--- src/rtl/simd_reg_write_pacer_if.sv ---
// Result-stream and register-file write bundle for simd_reg_write_pacer.
// The slave side is the pacer; the master side feeds ALU results and observes writes.
interface simd_reg_write_pacer_if #(
  parameter int VSIZE    = 32,
  parameter int TDBW     = 16,
  parameter int ALU_BW   = 24,
  parameter int SRAM_ABW = 9
);
  logic                      i_valid;
  logic                      o_ready;
  logic [SRAM_ABW-1:0]       i_addr;
  logic [ALU_BW*VSIZE-1:0]   i_data;
  logic                      o_we;
  logic [SRAM_ABW-1:0]       o_waddr;
  logic [TDBW*VSIZE-1:0]     o_wdata;
  logic                      o_pending;
  logic [15:0]               o_npair;

  modport master (
    output i_valid, i_addr, i_data,
    input  o_ready, o_we, o_waddr, o_wdata, o_pending, o_npair
  );

  modport slave (
    input  i_valid, i_addr, i_data,
    output o_ready, o_we, o_waddr, o_wdata, o_pending, o_npair
  );
endinterface

--- src/rtl/simd_reg_write_pacer.sv ---
// Narrows ALU result warps, buffers them and issues paced lo/hi register-file writes
// (never two strobes back to back). Define SIMD_WB_SAT_EN for signed lane saturation.
module simd_reg_write_pacer #(
  parameter int VSIZE      = 32,
  parameter int TDBW       = 16,
  parameter int ALU_BW     = 24,
  parameter int SRAM_ABW   = 9,
  parameter int FIFO_DEPTH = 4
) (
  input  logic i_clk,
  input  logic i_rst,
  simd_reg_write_pacer_if.slave bus
);
  localparam int PTR_W  = $clog2(FIFO_DEPTH);
  localparam int CNT_W  = PTR_W + 1;
  localparam int DATA_W = TDBW * VSIZE;
  localparam int ENT_W  = SRAM_ABW + DATA_W;

  typedef enum logic [1:0] {IDLE, WRITE, GAP} state_t;

  state_t              state_reg, state_next;
  logic [ENT_W-1:0]    mem [FIFO_DEPTH];
  logic [PTR_W-1:0]    wr_ptr_reg, rd_ptr_reg;
  logic [CNT_W-1:0]    count_reg;
  logic                in_hi_reg, out_hi_reg;
  logic [SRAM_ABW-1:0] lo_addr_reg;
  logic [SRAM_ABW-1:0] waddr_reg;
  logic [DATA_W-1:0]   wdata_reg;
  logic [15:0]         npair_reg;
  logic [DATA_W-1:0]   narrow_data;
  logic [SRAM_ABW-1:0] push_addr;
  logic                fifo_full, fifo_nonempty, push, pop;

  for (genvar gi = 0; gi < VSIZE; gi++) begin : g_lane
    logic [ALU_BW-1:0] lane;
    assign lane = bus.i_data[gi*ALU_BW +: ALU_BW];
`ifdef SIMD_WB_SAT_EN
    localparam logic [ALU_BW-1:0] LANE_MAX = {{(ALU_BW-TDBW+1){1'b0}}, {(TDBW-1){1'b1}}};
    localparam logic [ALU_BW-1:0] LANE_MIN = ~LANE_MAX;
    assign narrow_data[gi*TDBW +: TDBW] =
        ($signed(lane) > $signed(LANE_MAX)) ? LANE_MAX[TDBW-1:0] :
        ($signed(lane) < $signed(LANE_MIN)) ? LANE_MIN[TDBW-1:0] :
        lane[TDBW-1:0];
`else
    // Upper lane bits are deliberately dropped by truncation.
    logic lane_unused;
    assign lane_unused = ^lane;
    assign narrow_data[gi*TDBW +: TDBW] = lane[TDBW-1:0];
`endif
  end

  assign fifo_full     = (count_reg == CNT_W'(FIFO_DEPTH));
  assign fifo_nonempty = (count_reg != '0);
  assign bus.o_ready   = !fifo_full && !i_rst;
  assign push          = bus.i_valid && bus.o_ready;
  // Hi beats reuse the row captured with their lo partner.
  assign push_addr     = in_hi_reg ? lo_addr_reg : bus.i_addr;

  always_comb begin
    state_next = state_reg;
    pop        = 1'b0;
    unique case (state_reg)
      IDLE: begin
        if (fifo_nonempty) begin
          pop        = 1'b1;
          state_next = WRITE;
        end
      end
      WRITE: state_next = GAP;
      GAP: begin
        if (fifo_nonempty) begin
          pop        = 1'b1;
          state_next = WRITE;
        end else begin
          state_next = IDLE;
        end
      end
      default: state_next = IDLE;
    endcase
  end

  always_ff @(posedge i_clk) begin
    if (i_rst) begin
      state_reg   <= IDLE;
      wr_ptr_reg  <= '0;
      rd_ptr_reg  <= '0;
      count_reg   <= '0;
      in_hi_reg   <= 1'b0;
      out_hi_reg  <= 1'b0;
      lo_addr_reg <= '0;
      npair_reg   <= '0;
    end else begin
      state_reg <= state_next;
      if (push) begin
        wr_ptr_reg <= wr_ptr_reg + 1'b1;
        in_hi_reg  <= !in_hi_reg;
        if (!in_hi_reg) begin
          lo_addr_reg <= bus.i_addr;
        end
      end
      if (pop) begin
        rd_ptr_reg <= rd_ptr_reg + 1'b1;
      end
      if (push && !pop) begin
        count_reg <= count_reg + 1'b1;
      end else if (pop && !push) begin
        count_reg <= count_reg - 1'b1;
      end
      if (state_reg == WRITE) begin
        out_hi_reg <= !out_hi_reg;
        if (out_hi_reg) begin
          npair_reg <= npair_reg + 1'b1;
        end
      end
    end
  end

  // Buffer storage carries no reset so it maps onto block RAM.
  always_ff @(posedge i_clk) begin
    if (push) begin
      mem[wr_ptr_reg] <= {push_addr, narrow_data};
    end
  end

  always_ff @(posedge i_clk) begin
    if (i_rst) begin
      waddr_reg <= '0;
      wdata_reg <= '0;
    end else if (pop) begin
      {waddr_reg, wdata_reg} <= mem[rd_ptr_reg];
    end
  end

  assign bus.o_we      = (state_reg == WRITE);
  assign bus.o_waddr   = waddr_reg;
  assign bus.o_wdata   = wdata_reg;
  assign bus.o_npair   = npair_reg;
  assign bus.o_pending = fifo_nonempty || in_hi_reg || out_hi_reg;
endmodule
--- src/flat_wrapper.sv ---
// flat-port wrapper written by rule: the top's interface ports become plain ports
module simd_reg_write_pacer_flat 
#(
  parameter int VSIZE      = 32,
  parameter int TDBW       = 16,
  parameter int ALU_BW     = 24,
  parameter int SRAM_ABW   = 9,
  parameter int FIFO_DEPTH = 4
)
  (i_clk, i_rst, bus_i_valid, bus_i_addr, bus_i_data, bus_o_ready, bus_o_we, bus_o_waddr, bus_o_wdata, bus_o_pending, bus_o_npair);
  simd_reg_write_pacer_if #(.VSIZE(VSIZE), .TDBW(TDBW), .ALU_BW(ALU_BW), .SRAM_ABW(SRAM_ABW)) bus_i ();
  input  logic i_clk;
  input  logic i_rst;
  input wire logic [$bits(bus_i.i_valid)-1:0] bus_i_valid;
  input wire logic [$bits(bus_i.i_addr)-1:0] bus_i_addr;
  input wire logic [$bits(bus_i.i_data)-1:0] bus_i_data;
  output wire logic [$bits(bus_i.o_ready)-1:0] bus_o_ready;
  output wire logic [$bits(bus_i.o_we)-1:0] bus_o_we;
  output wire logic [$bits(bus_i.o_waddr)-1:0] bus_o_waddr;
  output wire logic [$bits(bus_i.o_wdata)-1:0] bus_o_wdata;
  output wire logic [$bits(bus_i.o_pending)-1:0] bus_o_pending;
  output wire logic [$bits(bus_i.o_npair)-1:0] bus_o_npair;
  assign bus_i.i_valid = bus_i_valid;
  assign bus_i.i_addr = bus_i_addr;
  assign bus_i.i_data = bus_i_data;
  assign bus_o_ready = bus_i.o_ready;
  assign bus_o_we = bus_i.o_we;
  assign bus_o_waddr = bus_i.o_waddr;
  assign bus_o_wdata = bus_i.o_wdata;
  assign bus_o_pending = bus_i.o_pending;
  assign bus_o_npair = bus_i.o_npair;
  simd_reg_write_pacer #(.VSIZE(VSIZE), .TDBW(TDBW), .ALU_BW(ALU_BW), .SRAM_ABW(SRAM_ABW), .FIFO_DEPTH(FIFO_DEPTH)) u_core (.i_clk(i_clk), .i_rst(i_rst), .bus(bus_i));
endmodule
--- config.mk ---
export PLATFORM = sky130hd
export DESIGN_NAME = simd_reg_write_pacer_flat
export DESIGN_NICKNAME = d
export VERILOG_FILES = /design/src/rtl/simd_reg_write_pacer_if.sv /design/src/rtl/simd_reg_write_pacer.sv /design/src/flat_wrapper.sv
export SDC_FILE = /design/constraint.sdc
export NUM_CORES = 2
export LEC_CHECK = 0
export CORE_AREA = 4 4 514 516
export CTS_CLUSTER_DIAMETER = 150
export DETAILED_ROUTE_END_ITERATION = 7
export DIE_AREA = 0 0 518 520
export SYNTH_ARGS = -nofsm -noshare
export SYNTH_HDL_FRONTEND = slang
export SYNTH_SLANG_ARGS = --single-unit
--- constraint.sdc ---
create_clock -name i_clk -period 16.7 [get_ports i_clk]
set_input_delay 3.34 -clock i_clk [delete_from_list [all_inputs] [get_ports i_clk]]
set_output_delay 3.34 -clock i_clk [all_outputs]
set_load 0.005 [all_outputs]
# Yosys cells after proc, flatten, opt, wreduce, memory -nomap -nowiden
# Memories as Yosys holds them, arrays and structs flattened. A register that Yosys moved wholly into a read port is not among the register bits.
# Index checks and enable logic that the tools add are counted.
# Widths: inputs -> output; s select.
# op_classes
n_addsub	5
eq_ne	4
muxes	10
n_reduce_logical	17
# ops
op	n
$add 16x1->16 const B	1
$mux 9	1
$logic_not 1->1	6
$mux 3	2
$pmux 2 s3	1
$mux 1	5
$add 2x1->2 const B	2
$logic_and 1x1->1	4
$add 3x1->3 const B	1
$eq 3x3->1 const B	1
$reduce_bool 3->1	1
$sub 3x1->3 const B	1
$eq 2x1->1 const B	1
$eq 2x2->1 const B	1
$logic_not 2->1	1
$logic_or 1x1->1	2
$mux 2	1
$ne 2x1->1 const B	1
$reduce_and 2->1	1
$reduce_bool 2->1	1
$reduce_or 2->1	1
# totals
register_bits	36
ramBits	2084
in_bits	780
n_memories	1
# memory_table
memory	words	word_bits	read_ports	rd_ports_with_merged_regs	write_ports	line_no	source
u_core.mem	4	521	1	1	1	simd_reg_write_pacer.sv:22	logic [ENT_W-1:0] mem [FIFO_DEPTH];

# Depth between registers and ports, before layout
# logic_depth
ltp_word	8
ltp_mapped	10
mapped_depth_nobuf	9

# Worst setup path after synthesis
# Ideal clock, no wire load.
# synth_path
kind	in2reg
startpoint	in i_rst
endpoint	mem u_core.mem[1][0] (netlist bit) (enable)
arrival_ns	15.695
path_slack_ns	0.052
stages	3
path_buffers	1
cell_sequence	clkbuf_1 > a211oi_2 > and2_1
# synth_between
elab_chain_cells	5
# synth_rtl
item	line_no	source
start: declaration	flat_wrapper.sv:13	input logic i_rst;
$logic_not 1->1	simd_reg_write_pacer.sv:54	assign bus.o_ready = !fifo_full && !i_rst;
$logic_and 1x1->1	simd_reg_write_pacer.sv:54	
$logic_and 1x1->1	simd_reg_write_pacer.sv:55	assign push = bus.i_valid && bus.o_ready;
$mux 1	simd_reg_write_pacer.sv:120	if (push) begin
$mux 1 (implied by the code)	simd_reg_write_pacer.sv:121	mem[wr_ptr_reg] <= {push_addr, narrow_data};
end: declaration	simd_reg_write_pacer.sv:22	
# No other way between the ends.

# Worst setup path after layout
# layout_path
startpoint	in i_rst
endpoint	out bus_o_ready
# layout_between
elab_chain_cells	2
# layout_rtl
item	line_no	source
$logic_not 1->1	simd_reg_write_pacer.sv:54	
$logic_and 1x1->1	simd_reg_write_pacer.sv:54	
end: declaration	flat_wrapper.sv:17	output wire logic [$bits(bus_i.o_ready)-1:0] bus_o_ready;
# No other way between the ends.

==> qor.csv <==
metric;value;unit
port-buffer-count;1063;
worst_setup_path_end_kind;output port;
rrSetupSlack;11.56;ns
reg2reg_from;u_core.rd_ptr_reg[0]$_SDFFE_PP0P_;
top_register;u_core.mem;
worst_slew_pin_slew;1.202;ns
avgViaCountPerCell;5.029;
grt_pass1_vias;51100;
boundaryPins;1320;
yosysSeqAreaShare;0.7811;
via_count;50120;
hpwl;159100;um
synthesis.nets;5955;
cp.arrival;4.42;ns
synth_edf_count;2084;
slew-limit-headroom;0.1989;
holdWs;0.4517;ns
worstHoldPathCells;2;
fin_crit;7.763;ns
drc_errors;0;
worst-r2r-cell-count;7;
grtUsageTotal;0.1834;
cap_violations;0;
antenna_found_initial;84;
die_w;518;um
stdcell_count;9965;
largest_reg_flops;2084;
internal-power;13.80;mW
r2r_end;u_core.bus.o_wdata[53]$_SDFFE_PP0P_;
synth-seq-cells;2641;
hold_violations;0;
p_clk_frac;0.319;
placed_cells;9409;
final_cell_area;0.1179;mm^2
cp_num_buf_inv;2;
grt_overflow;0;
critical_path.max_stage_delay;0.54;ns
ir_drop;0.1728;mV
comb_power_share;0.250;
finish.utilization;0.4546;
dpl_cell_area;0.1085;mm^2
die_h;520;um
avgSynthCellArea;18.26;um^2
fin_ws;8.937;ns
final_antenna_net_count;0;
netlist_top_cells_count;edfxtp_1 (2084), nand2_1 (1059), dfxtp_1 (557);
n_fill_cell;22340;
hold_path_class;flop to flop;
h-tree-depth;5;
crit_type;input port to output port;
cp-start-kind;input port;
min_to;u_core.bus.o_wdata[13]$_SDFFE_PP0P_;
setup_violations;0;
synth_area_leaders;edfxtp_1 (66%), mux4_2 (12%), dfxtp_1 (12%);
timing.fmax;128.8;MHz
grt_max_degree;163;
wl_per_cell;25.41;um
finalPower;19.38;mW
min_from;u_core.bus.o_wdata[13]$_SDFFE_PP0P_;
fin_worst_skew;0.07222;ns
core_area;0.2592;mm^2
clockBufferDepth;4;
synth.distinct_cells;37;
drtIter0Drc;4099;
post-cts-setup-buffers;0;
swShare;0.2878;
hold_buffers;0;
p_leak;37.59;nW
firstDrtPassIters;5;
path_delay_family;buffers and inverters;
power_frac_seq;0.430;
clk_latency;0.93;ns
dieArea;0.2694;mm^2
critical_path.slowest_cell;clkdlybuf4s50_1;
cts-buffers-inserted;294;
clkSinkCount;2641;
final_layout_size_suffix_gt1_frac;0.1563;
synth_area;0.09439;mm^2
clk_pin_slew_worst_paths;0.06;ns
p_switching;5.580;mW
initial_core_util;0.3641;
path_max_fanout;44;
row_count;187;
final_nets;7090;
ys.flop_type;edfxtp_1;
synth_largest_type_area_fraction;0.6630;
yosysTopAreaCell;edfxtp_1;
path_cells;buf_8 > a21oi_1 > clkdlybuf4s50_1;
synth_most_common_cell;edfxtp_1;
grt_pass1_wl;364500;um
yosys_warnings;0;
status;complete, no violations;
clock-root-buffer;clkbuf_16;
final_max_slew_viol_count;0;
cts_resized;0;
async_flop_share;0;
p_per_area;164.5;mW/mm^2
syn_to_final_growth;24.85;%
dp_slack;8.492;ns
place.gp.congestion;0.7911;
rsz0062_at_grt;false;
setup_tns;0;ns
synthCells;5168;
cts_tree;built;
timing.final.crit_share;0.4648;
crit_required;13.36;ns
drt_wl_total;253200;um
==> cells by family (layout without fill, tap and decap cells) <==
| family | after synthesis | in the layout | synth area share |
|---|---|---|---|
| AND/OR/NAND/NOR | 1119 | 1119 | 0.04600 |
| buffers and inverters | 304 | 1664 | 0.01569 |
| other | 0 | 35 | 0 |
| adder cells (fa/ha/maj) | 7 | 7 | 0.001007 |
| multiplexers | 531 | 531 | 0.1255 |
| flip-flops | 2641 | 2641 | 0.7811 |
| XOR/XNOR | 14 | 14 | 0.001299 |
| AO/OA/AOI/OAI | 552 | 552 | 0.02940 |
==> cell usage in the layout (no fill, tap or decap), types with 8 or more instances in the layout <==
master,synthesis,final
diode_2,0,35
nand3_1,8,8
bufinv_16,0,18
clkbuf_8,0,27
buf_12,0,9
dfxtp_1,557,555
clkbuf_1,80,91
clkinv_2,0,35
mux2_2,9,9
o21ai_0,17,17
clkinv_1,0,29
nand2b_1,9,9
clkbuf_16,0,296
mux4_2,521,521
nor2_1,17,17
clkdlybuf4s50_1,0,1062
a21oi_1,532,532
edfxtp_1,2084,2084
nand2_1,1059,1059
xor2_1,9,9
buf_4,49,66
==> worst min-delay path, delay by kind of cell (launching register included) <==
family | cells | cell delay (ns)
flip-flops | 1 | 0.30
AO/OA/AOI/OAI | 1 | 0.05
AND/OR/NAND/NOR | 1 | 0.05
==> routing by layer <==
| layer | global-route usage | wire length [um] |
|---|---|---|
| met3 | 0.07429 | 25400 |
| met4 | 0.05029 | 6773 |
| met5 | 0 | 397 |
| met1 | 0.2390 | 103700 |
| met2 | 0.2846 | 116900 |
==> worst max-delay path by stage <==
stage	startpoint	endpoint	depth (start not counted)
finish	i_rst	bus_o_ready	3
global route	i_rst	bus_o_ready	3
CTS	i_rst	bus_o_ready	3
detailed placement	bus_i_valid	u_core.mem[2][239]$_DFFE_PP_	8
global placement	bus_i_valid	u_core.mem[2][237]$_DFFE_PP_	8
floorplan	i_rst	u_core.mem[1][0]$_DFFE_PP_	3
==> power by group through the flow <==
stage                     Sequential, mW  Clock, mW  Combinational [mW]
after floorplan                     8.54          0                2.52
after global placement              8.44          0                4.98
after detailed placement            8.48          0                4.98
after CTS                           8.35       6.34                4.99
after global routing                8.42       6.63                5.28
final                               8.34       6.19                4.85
==> layout make-up <==
| type | count | area (um^2) | area share |
|---|---|---|---|
| clock inverters | 107 | 1112 | 0.009438 |
| flip-flops and latches | 2641 | 73740 | 0.6257 |
| multi-input cells | 2223 | 19190 | 0.1628 |
| inverters | 5 | 26.28 | 0.0002230 |
| clock buffers | 414 | 8120 | 0.06890 |
| diodes | 35 | 87.58 | 0.0007432 |
| well taps | 3402 | 4257 | 0.03612 |
| repair buffers | 1138 | 11320 | 0.09606 |
Note: power is estimated with default switching activity, not from simulation.
